$ cat src/rtl/csi2tx_reset_seq.sv
// csi2tx_reset_seq
// Ordered reset sequencer for the CSI-2 TX core (clk_csi domain).
// Holds all channel resets for MIN_ASSERT cycles, then releases them one at
// a time in ascending index order, GAP_CYCLES apart. An asynchronous software
// reset request (4-phase level handshake) restarts the sequence; test_mode
// drives all channel resets straight from pwr_on_rst.
//
// Ports:
//   clk_csi     in   clock
//   pwr_on_rst  in   synchronous active-high reset
//   test_mode   in   scan bypass: ch_rst_n = ~pwr_on_rst on every channel
//   sw_rst_req  in   asynchronous software reset request (level)
//   sw_rst_ack  out  acknowledge for sw_rst_req
//   ch_rst_n    out  active-low channel resets [NUM_CH-1:0]
//   rst_busy    out  high while holding or releasing
//   seq_done    out  high once every channel is released
module csi2tx_reset_seq #(
  parameter int NUM_CH      = 4,
  parameter int SYNC_STAGES = 2,
  parameter int MIN_ASSERT  = 16,
  parameter int GAP_CYCLES  = 4
) (
  input  logic              clk_csi,
  input  logic              pwr_on_rst,
  input  logic              test_mode,
  input  logic              sw_rst_req,
  output logic              sw_rst_ack,
  output logic [NUM_CH-1:0] ch_rst_n,
  output logic              rst_busy,
  output logic              seq_done
);

  localparam int CNT_MAX = (MIN_ASSERT > GAP_CYCLES) ? MIN_ASSERT : GAP_CYCLES;
  localparam int CW      = (CNT_MAX > 1) ? $clog2(CNT_MAX) : 1;
  localparam int IW      = (NUM_CH > 1) ? $clog2(NUM_CH) : 1;

  localparam logic [CW-1:0] HOLD_LAST = CW'(MIN_ASSERT - 1);
  localparam logic [CW-1:0] GAP_LAST  = CW'(GAP_CYCLES - 1);
  localparam logic [IW-1:0] IDX_LAST  = IW'(NUM_CH - 1);

  typedef enum logic [1:0] {
    HOLD    = 2'd0,
    RELEASE = 2'd1,
    RUN     = 2'd2
  } state_t;

  state_t                 state_q, state_d;
  logic [CW-1:0]          cnt_q, cnt_d;
  logic [IW-1:0]          idx_q, idx_d;
  logic [NUM_CH-1:0]      ch_q, ch_d;
  logic [SYNC_STAGES-1:0] sync_q;
  logic                   req_d_q;
  logic                   pend_q, pend_d;
  logic                   ack_q, ack_d;
  logic                   busy_q, busy_d;
  logic                   done_q, done_d;
  logic                   req_s;
  logic                   trigger;
  logic                   enter_run;

  assign req_s   = sync_q[SYNC_STAGES-1];
  assign trigger = req_s & ~req_d_q;

  // State register: FSM state, counters, synchroniser and registered outputs.
  always_ff @(posedge clk_csi) begin
    if (pwr_on_rst) begin
      state_q <= HOLD;
      cnt_q   <= '0;
      idx_q   <= '0;
      ch_q    <= '0;
      sync_q  <= '0;
      req_d_q <= 1'b0;
      pend_q  <= 1'b0;
      ack_q   <= 1'b0;
      busy_q  <= 1'b1;
      done_q  <= 1'b0;
    end else begin
      state_q <= state_d;
      cnt_q   <= cnt_d;
      idx_q   <= idx_d;
      ch_q    <= ch_d;
      sync_q  <= {sync_q[SYNC_STAGES-2:0], sw_rst_req};
      req_d_q <= req_s;
      pend_q  <= pend_d;
      ack_q   <= ack_d;
      busy_q  <= busy_d;
      done_q  <= done_d;
    end
  end

  // Next-state logic. A trigger overrides whatever the sequence was doing.
  always_comb begin
    state_d = state_q;
    cnt_d   = cnt_q;
    idx_d   = idx_q;
    ch_d    = ch_q;
    if (trigger) begin
      state_d = HOLD;
      cnt_d   = '0;
      idx_d   = '0;
      ch_d    = '0;
    end else begin
      case (state_q)
        HOLD: begin
          if (cnt_q == HOLD_LAST) begin
            ch_d[0] = 1'b1;
            cnt_d   = '0;
            if (NUM_CH == 1) begin
              state_d = RUN;
            end else begin
              idx_d   = IW'(1);
              state_d = RELEASE;
            end
          end else begin
            cnt_d = cnt_q + CW'(1);
          end
        end
        RELEASE: begin
          if (cnt_q == GAP_LAST) begin
            for (int unsigned i = 0; i < NUM_CH; i++) begin
              if (IW'(i) == idx_q) ch_d[i] = 1'b1;
            end
            cnt_d = '0;
            if (idx_q == IDX_LAST) begin
              state_d = RUN;
              idx_d   = '0;
            end else begin
              idx_d = idx_q + IW'(1);
            end
          end else begin
            cnt_d = cnt_q + CW'(1);
          end
        end
        RUN: begin
          ch_d = '1;
        end
        default: begin
          state_d = HOLD;
          cnt_d   = '0;
          idx_d   = '0;
          ch_d    = '0;
        end
      endcase
    end
  end

  // Output logic. Ack is set on RUN entry for a software-initiated sequence;
  // the set wins over the clear so a request already withdrawn still sees a
  // one-cycle ack pulse.
  always_comb begin
    enter_run = (state_d == RUN) && (state_q != RUN);
    pend_d    = pend_q;
    ack_d     = ack_q;
    if (trigger) begin
      pend_d = 1'b1;
    end else if (enter_run) begin
      pend_d = 1'b0;
    end
    if (enter_run && pend_q) begin
      ack_d = 1'b1;
    end else if (!req_s) begin
      ack_d = 1'b0;
    end
    busy_d = (state_d != RUN);
    done_d = (state_d == RUN);
    ch_rst_n   = test_mode ? {NUM_CH{~pwr_on_rst}} : ch_q;
    sw_rst_ack = ack_q;
    rst_busy   = busy_q;
    seq_done   = done_q;
  end

endmodule

$ cat config.mk
export PLATFORM = sky130hd
export DESIGN_NAME = csi2tx_reset_seq
export DESIGN_NICKNAME = d
export VERILOG_FILES = /design/src/rtl/csi2tx_reset_seq.sv
export SDC_FILE = /design/constraint.sdc
export NUM_CORES = 1
export LEC_CHECK = 0
export BUFFER_PORTS_ARGS = -buffer_cell sky130_fd_sc_hd__buf_2
export CORE_ASPECT_RATIO = 1.1
export CORE_MARGIN = 2
export CORE_UTILIZATION = 51
export CTS_CLUSTER_SIZE = 20
export DETAILED_ROUTE_END_ITERATION = 16
export GPL_TIMING_DRIVEN = 0
export PLACE_DENSITY = 0.73
export SLEW_MARGIN = 20
export SYNTH_ARGS = -nofsm -noshare
export SYNTH_HDL_FRONTEND = slang
export SYNTH_SLANG_ARGS = --single-unit
export TNS_END_PERCENT = 20
$ cat constraint.sdc
create_clock -name clk_csi -period 1.71 [get_ports clk_csi]
set_input_delay 0.171 -clock clk_csi [delete_from_list [all_inputs] [get_ports clk_csi]]
set_output_delay 0.171 -clock clk_csi [all_outputs]
set_load 0.005 [all_outputs]
==> run metrics, run 1 <==
first-pass GRT wire length=3.62 mm; failing checks=negative setup slack; grt ovf=0; most frequent cell after synthesis=dfxtp_1; nets@finish=148; io pins=11; Yosys cell types=32; GRT Util Overall=0.209; max_cap viols=0; FF/Latch Area=between 300 and 400 µm²; DP HPWL=1.40 mm; placer's final routability congestion estimate=between 0.8 and 0.9; Slew headroom=0.737; H-tree levels=1; clk_lat worst skew=300 ps; Tmin final=1750 ps; YS warnings=0; Post-Route WL=2.25 mm; share of the synthesized area in the top cell type=0.368; Leak=~0.00051 µW; crit-path max FO=10; Hold Path Stages=2; Die ar.=0.00240 mm²; Worst Skew=0.660 ps; ant diodes=0; RSZ-0062 raised after global routing=true; fill count=between 150 and 200; Period Utilization, post-route=1.02; CTS tree=yes; post-route ant nets=0; syn_nets=128; TritonRoute pass-1 iters=4; total CTS buffers=3; Post-Synth Simple-Gate Area=0.236; WL per Instance=about 14 µm; area grow syn2layout=22.8%; synth top area cells=dfxtp_1 37%, ha_1 11%, mux2i_1 3.9%, nor2b_1 3.6%, a21oi_1 3.4%; maximum vdd ir drop=0.538 mV; post-synthesis register bit count=19; final setup vio count=2; fin. max-slew vios=0; die height=51.2 µm; xor and xnor area share after synthesis=0; Avg Cell Area, Syn=approximately 9 µm²; largest net degree at the start of global routing=12; ratio of cells with drive above 1 in the final layout=0.299; clock transition at the registers of the reported paths=110 ps; Final Hold Viols=0; Rows=17; Reg2Reg Depth=8; vias in the first global route=837; complex-gate fraction of the synthesized area=0.186; Min-Delay Path Class=in2reg; Fmax=between 500 and 600 MHz; Vias=about 900; footprint of the multi-input gates=about 660 µm²; initial antenna violation count=0; crit end category=flop; status=finished with violations; CTS Sinks=19; PwrDens=610 mW/mm²; Post-CTS Hold Buffers=0; post-synth top area cell=dfxtp_1; critical path class=reg2reg; startpoint types=flop; Adder-Cell Fraction of Synth Area=0.109; port bufs=10; number of flops mapped to enable cells by yosys=0; post-synthesis mux area share=0.0387; Worst Path Arrival=1980 ps; vias per cell=5.55; DR iter-0 viols=9; post-route DRC violation count=0; Synth Cell Area=0.00103 mm²; WP data required=between 1500 and 2000 ps; Cells after Synth=115; Max Buffers Root-to-Sink=2; Worst Tran Pin Value=just under 400 ps; Core Area=0.00196 mm²; commonest cells in the netlist=19 x dfxtp_1, 9 x ha_1, 9 x nor2_1, 7 x a21oi_1, 7 x nand2_1; Worst Setup Slack, final=-42.1 ps; register area share after synthesis=0.368; main combinational cell family by area after synthesis=simple AND/OR/NAND/NOR gates; ys async rst share=0; Main synth FF type=dfxtp_1; Clock Root Buffer=clkbuf_4; Chip Width=46.9 µm; Pwr Total=between 700 and 800 µW; Starting Density=0.528; Fin Setup TNS=-59.3 ps
[path summary, 6_finish.rpt]
path                          from                     to  slack (ps)
min reg2reg   sync_q[0]$_SDFF_PP0_   sync_q[1]$_SDFF_PP0_         460
min                     sw_rst_req   sync_q[0]$_SDFF_PP0_          70
max reg2reg  state_q[1]$_SDFF_PP0_  cnt_q[0]$_SDFFE_PP0P_         -40
max          state_q[1]$_SDFF_PP0_  cnt_q[0]$_SDFFE_PP0P_         -40
[critical path, stage by stage (launching register included)]
cell,delay (ps)
dfxtp_2,340
inv_2,70
ha_2,170
buf_6,130
nand4b_1,210
o311ai_4,140
buf_4,150
or3_1,300
a21oi_1,160
[sequential cells by signal, summed over array words and instances (netlist names)]
name / flops
ch_q: 4
cnt_q: 4
idx_q: 2
pend_q: 1
req_d_q: 1
rst_busy: 1
seq_done: 1
state_q: 2
sw_rst_ack: 1
sync_q: 2
[final cells by class]
class	count	share of cell area
Multi-Input combinational cell	85	0.520
Clock buffer	3	0.0178
Sequential cell	19	0.304
Tap cell	28	0.0276
Clock inverter	1	0.00394
Timing Repair Buffer	15	0.0690
Inverter	6	0.0178
Buffer	5	0.0404
[power by group]
part	internal, µW	switching, µW
clock	87.4	149
combinational	33.7	36.5
sequential	456	11.5
[cell usage in the layout (no fill, tap or decap), drive strengths merged, types with 6 or more instances in the layout]
cell type,instances
o21ai,6
ha,9
nor2,9
buf,18
dfxtp,19
nand2,7
inv,6
nor2b,6
a21oi,7
[per-layer routing]
layer | share of wire | global-route usage | routed length [µm] | up-vias
met3 | 0.039 | 0.0424 | 87 | 6
met5 | 0 | 0 | 0 | -
met2 | 0.53 | 0.345 | 1190 | 21
li1 | - | - | - | 445
met1 | 0.41 | 0.257 | 924 | 427
met4 | 0.018 | 0.0833 | 41 | 0
[metrics by stage]
stage                     utilization  cell area (µm²)  std cells  hold WS [ps]  worst slack [ps]
after floorplan                     -             1030        115           243              11.3
after global placement          0.572             1120        153           394              -143
after detailed placement        0.572             1120        153           394              -150
after CTS                       0.615             1200        159          72.4             -28.7
after global routing            0.648             1270        162          83.9             -84.9
final                           0.648             1270        162          74.7             -42.1
[what timing repair did]
item	in CTS	in global routing
pin swaps	0	5
buffers inserted	2	3
hold endpoints to repair	0	0
endpoints found under the setup margin	8	5
resized for setup	10	13
[kinds of logic after synthesis]
kind of cell             after synthesis
AND/OR/NAND/NOR                       44
AO/OA/AOI/OAI                         28
flip-flops                            19
buffers and inverters                 11
adder cells (fa/ha/maj)                9
multiplexers                           4
Note: power is estimated with default switching activity, not from simulation.
==> inputs of run 2 (changes only) <==
CORE_MARGIN = 1   (was 2)
==> run 2 against run 1 <==
The run now ends clean. Combinational power fell by 2%. Largest cell class unchanged. Worst setup slack better by 79 ps. Global-route usage hardly changed. Register-to-register slack improved by 80 ps. Largest power group unchanged. Highest routed layer unchanged. Die area is 8.0% lower. Worst hold slack worse by 13 ps.
==> run metrics, run 2 (same netlist as run 1, synthesis figures left out) <==
final setup vio count=0 (-2); CTS tree=yes; Die ar.=0.00221 mm² (-8.0%); r2r endpoint=cnt_q[3]$_SDFFE_PP0P_; Reg2Reg Depth=7 (-1); nets@finish=150 (+1.4%); fin. max-slew vios=0 (unchanged); Design Area, Final=0.00129 mm² (+1.8%); clk_lat worst skew=310 ps (about the same); max_cap viols=0 (unchanged); Starting Density=0.561 (+0.0330); Hold Path Stages=2 (unchanged); Worst Setup Slack, final=36.9 ps (+78.9 ps); clock transition at the registers of the reported paths=110 ps (about the same); GRT Util Overall=0.208 (about the same); H-tree levels=1 (unchanged); maximum vdd ir drop=0.519 mV (-3.5%); status=complete, no violations; Worst Path Arrival=1910 ps (-70 ps); DR iter-0 viols=21 (+12); vias per cell=5.56 (+0.27%); CP top delay family=simple AND/OR/NAND/NOR gates; Vias=907 (+0.89%); ratio of cells with drive above 1 in the final layout=0.301 (+0.00296); Place WS=-180 ps (-30.0 ps); CTS Sinks=19 (unchanged); Slew headroom=0.748 (+0.0118); post-route DRC violation count=0 (unchanged); critical path's largest stage delay=420 ps (+80 ps); Fin Setup TNS=0 ps (+59.3 ps); die height=49.2 µm (-3.9%); worst reg2reg startpoint=state_q[1]$_SDFF_PP0_; Leak=0.000522 µW (+2.2%); Min-Delay Path Class=in2reg; R2R setup slack=40 ps (+80 ps); Clock Root Buffer=clkbuf_4; Cell Chain, Critical Path=inv_2, ha_4, buf_6, nand4b_1, o311ai_4, or4_1, a31oi_1; io pins=11 (unchanged); WP data required=1950 ps (about the same); slowest cell on the critical path=or4_1; area grow syn2layout=24.9%; crit-path max FO=8 (-2); Worst Skew=12.5 ps (+11.8 ps); Fmax=598 MHz (+4.7%); placed cell area=0.00112 mm² (-0.11%); PwrDens=591 mW/mm² (-3.2%); critical path class=reg2reg; placer's final routability congestion estimate=0.799 (-4.1%); RSZ-0062 raised after global routing=true; Hold EP=sync_q[0]$_SDFF_PP0_; DP HPWL=1.43 mm (+1.6%); initial antenna violation count=0 (unchanged); crit end category=flop; biggest regs=ch_q: 4 flops, cnt_q: 4 flops; port bufs=10 (unchanged); Post-Route WL=2.15 mm (-4.3%); vias in the first global route=826 (-1.3%); Worst Tran Pin Value=377 ps (-17.6 ps); ant diodes=0 (unchanged); largest net degree at the start of global routing=11 (-1); first-pass GRT wire length=3.42 mm (-5.7%); Max Buffers Root-to-Sink=2 (unchanged); hold path start=sw_rst_req; Rows=16 (-1); TritonRoute pass-1 iters=4 (unchanged); Chip Width=44.9 µm (-4.3%); CP Launch Point=state_q[1]$_SDFF_PP0_; grt ovf=0 (unchanged); Core Area=0.00184 mm² (-5.9%); Tmin final=1670 ps (-78.9 ps); WL per Instance=13.2 µm (-4.9%); most frequent cells in the layout=15 x dfxtp_1, 10 x buf_2, 9 x nor2_1; CP bufs+invs=2 (-1); total CTS buffers=3 (unchanged); commonest non-fill, non-tap cell in the layout=dfxtp_1; Final Hold Viols=0 (unchanged); startpoint types=flop; post-route ant nets=0 (unchanged); Period Utilization, post-route=0.978 (-0.0462)
-- run 2: worst register-to-register path, cell delays in order (launching register included) --
cell and delay, ps:
dfxtp_2 340, inv_2 90, ha_4 130, buf_6 110
nand4b_1 190, o311ai_4 150, or4_1 430, a31oi_1 190
-- run 2: what timing repair did --
action | in CTS | in global routing
setup buffers | 3 | 4
pin swaps | 2 | 6
hold buffers | 0 | 0
endpoints found under the setup margin | 8 | 8
gates resized for setup | 10 | 13
-- run 2: metal layers --
layer,vias up,share of wire,track usage
met3,5,0.032,0.0593
met5,-,0,0
met1,430,0.43,0.227
met2,23,0.51,0.353
li1,449,-,-
met4,0,0.021,0.106
-- run 2: metrics by stage --
step / power, µW / std cells / util / hold slack (ps)
final: 763 / 163 / 0.701 / 62.1
after floorplan: 514 / 115 / - / 243
after CTS: 753 / 159 / 0.656 / 78.0
after global routing: 806 / 163 / 0.701 / 46.4
after detailed placement: 536 / 152 / 0.607 / 391
after global placement: 533 / 152 / 0.607 / 388
-- run 2: how the worst max path moves through the flow --
| stage | to | slack [ps] | cells after the start |
|---|---|---|---|
| floorplan | idx_q[0]$_SDFFE_PP0P_ | 10 | 6 |
| global placement | idx_q[0]$_SDFFE_PP0P_ | -140 | 6 |
| detailed placement | idx_q[0]$_SDFFE_PP0P_ | -180 | 6 |
| CTS | ch_q[1]$_SDFFE_PP0P_ | -50 | 5 |
| global route | ch_q[1]$_SDFFE_PP0P_ | -30 | 5 |
| finish | cnt_q[3]$_SDFFE_PP0P_ | 40 | 7 |
-- run 2: cell type report --
class / count / area (µm²)
timing repair buffer: 17 / 103
fill: 151 / 551
tap: 27 / 33.8
multi-input combinational: 85 / 667
sequential: 19 / 388
buffer: 5 / 51.3
clock buffer: 4 / 26.3
inverter: 6 / 22.5
-- run 2: report_power, final --
| group | leakage [µW] | switching, µW | internal (µW) |
|---|---|---|---|
| Combinational | 0.000351 | 35.5 | 33.6 |
| Sequential | 0.000156 | 10.2 | 454 |
| Clock | 0.0000150 | 138 | 91.2 |
| Total | 0.000522 | 184 | 579 |
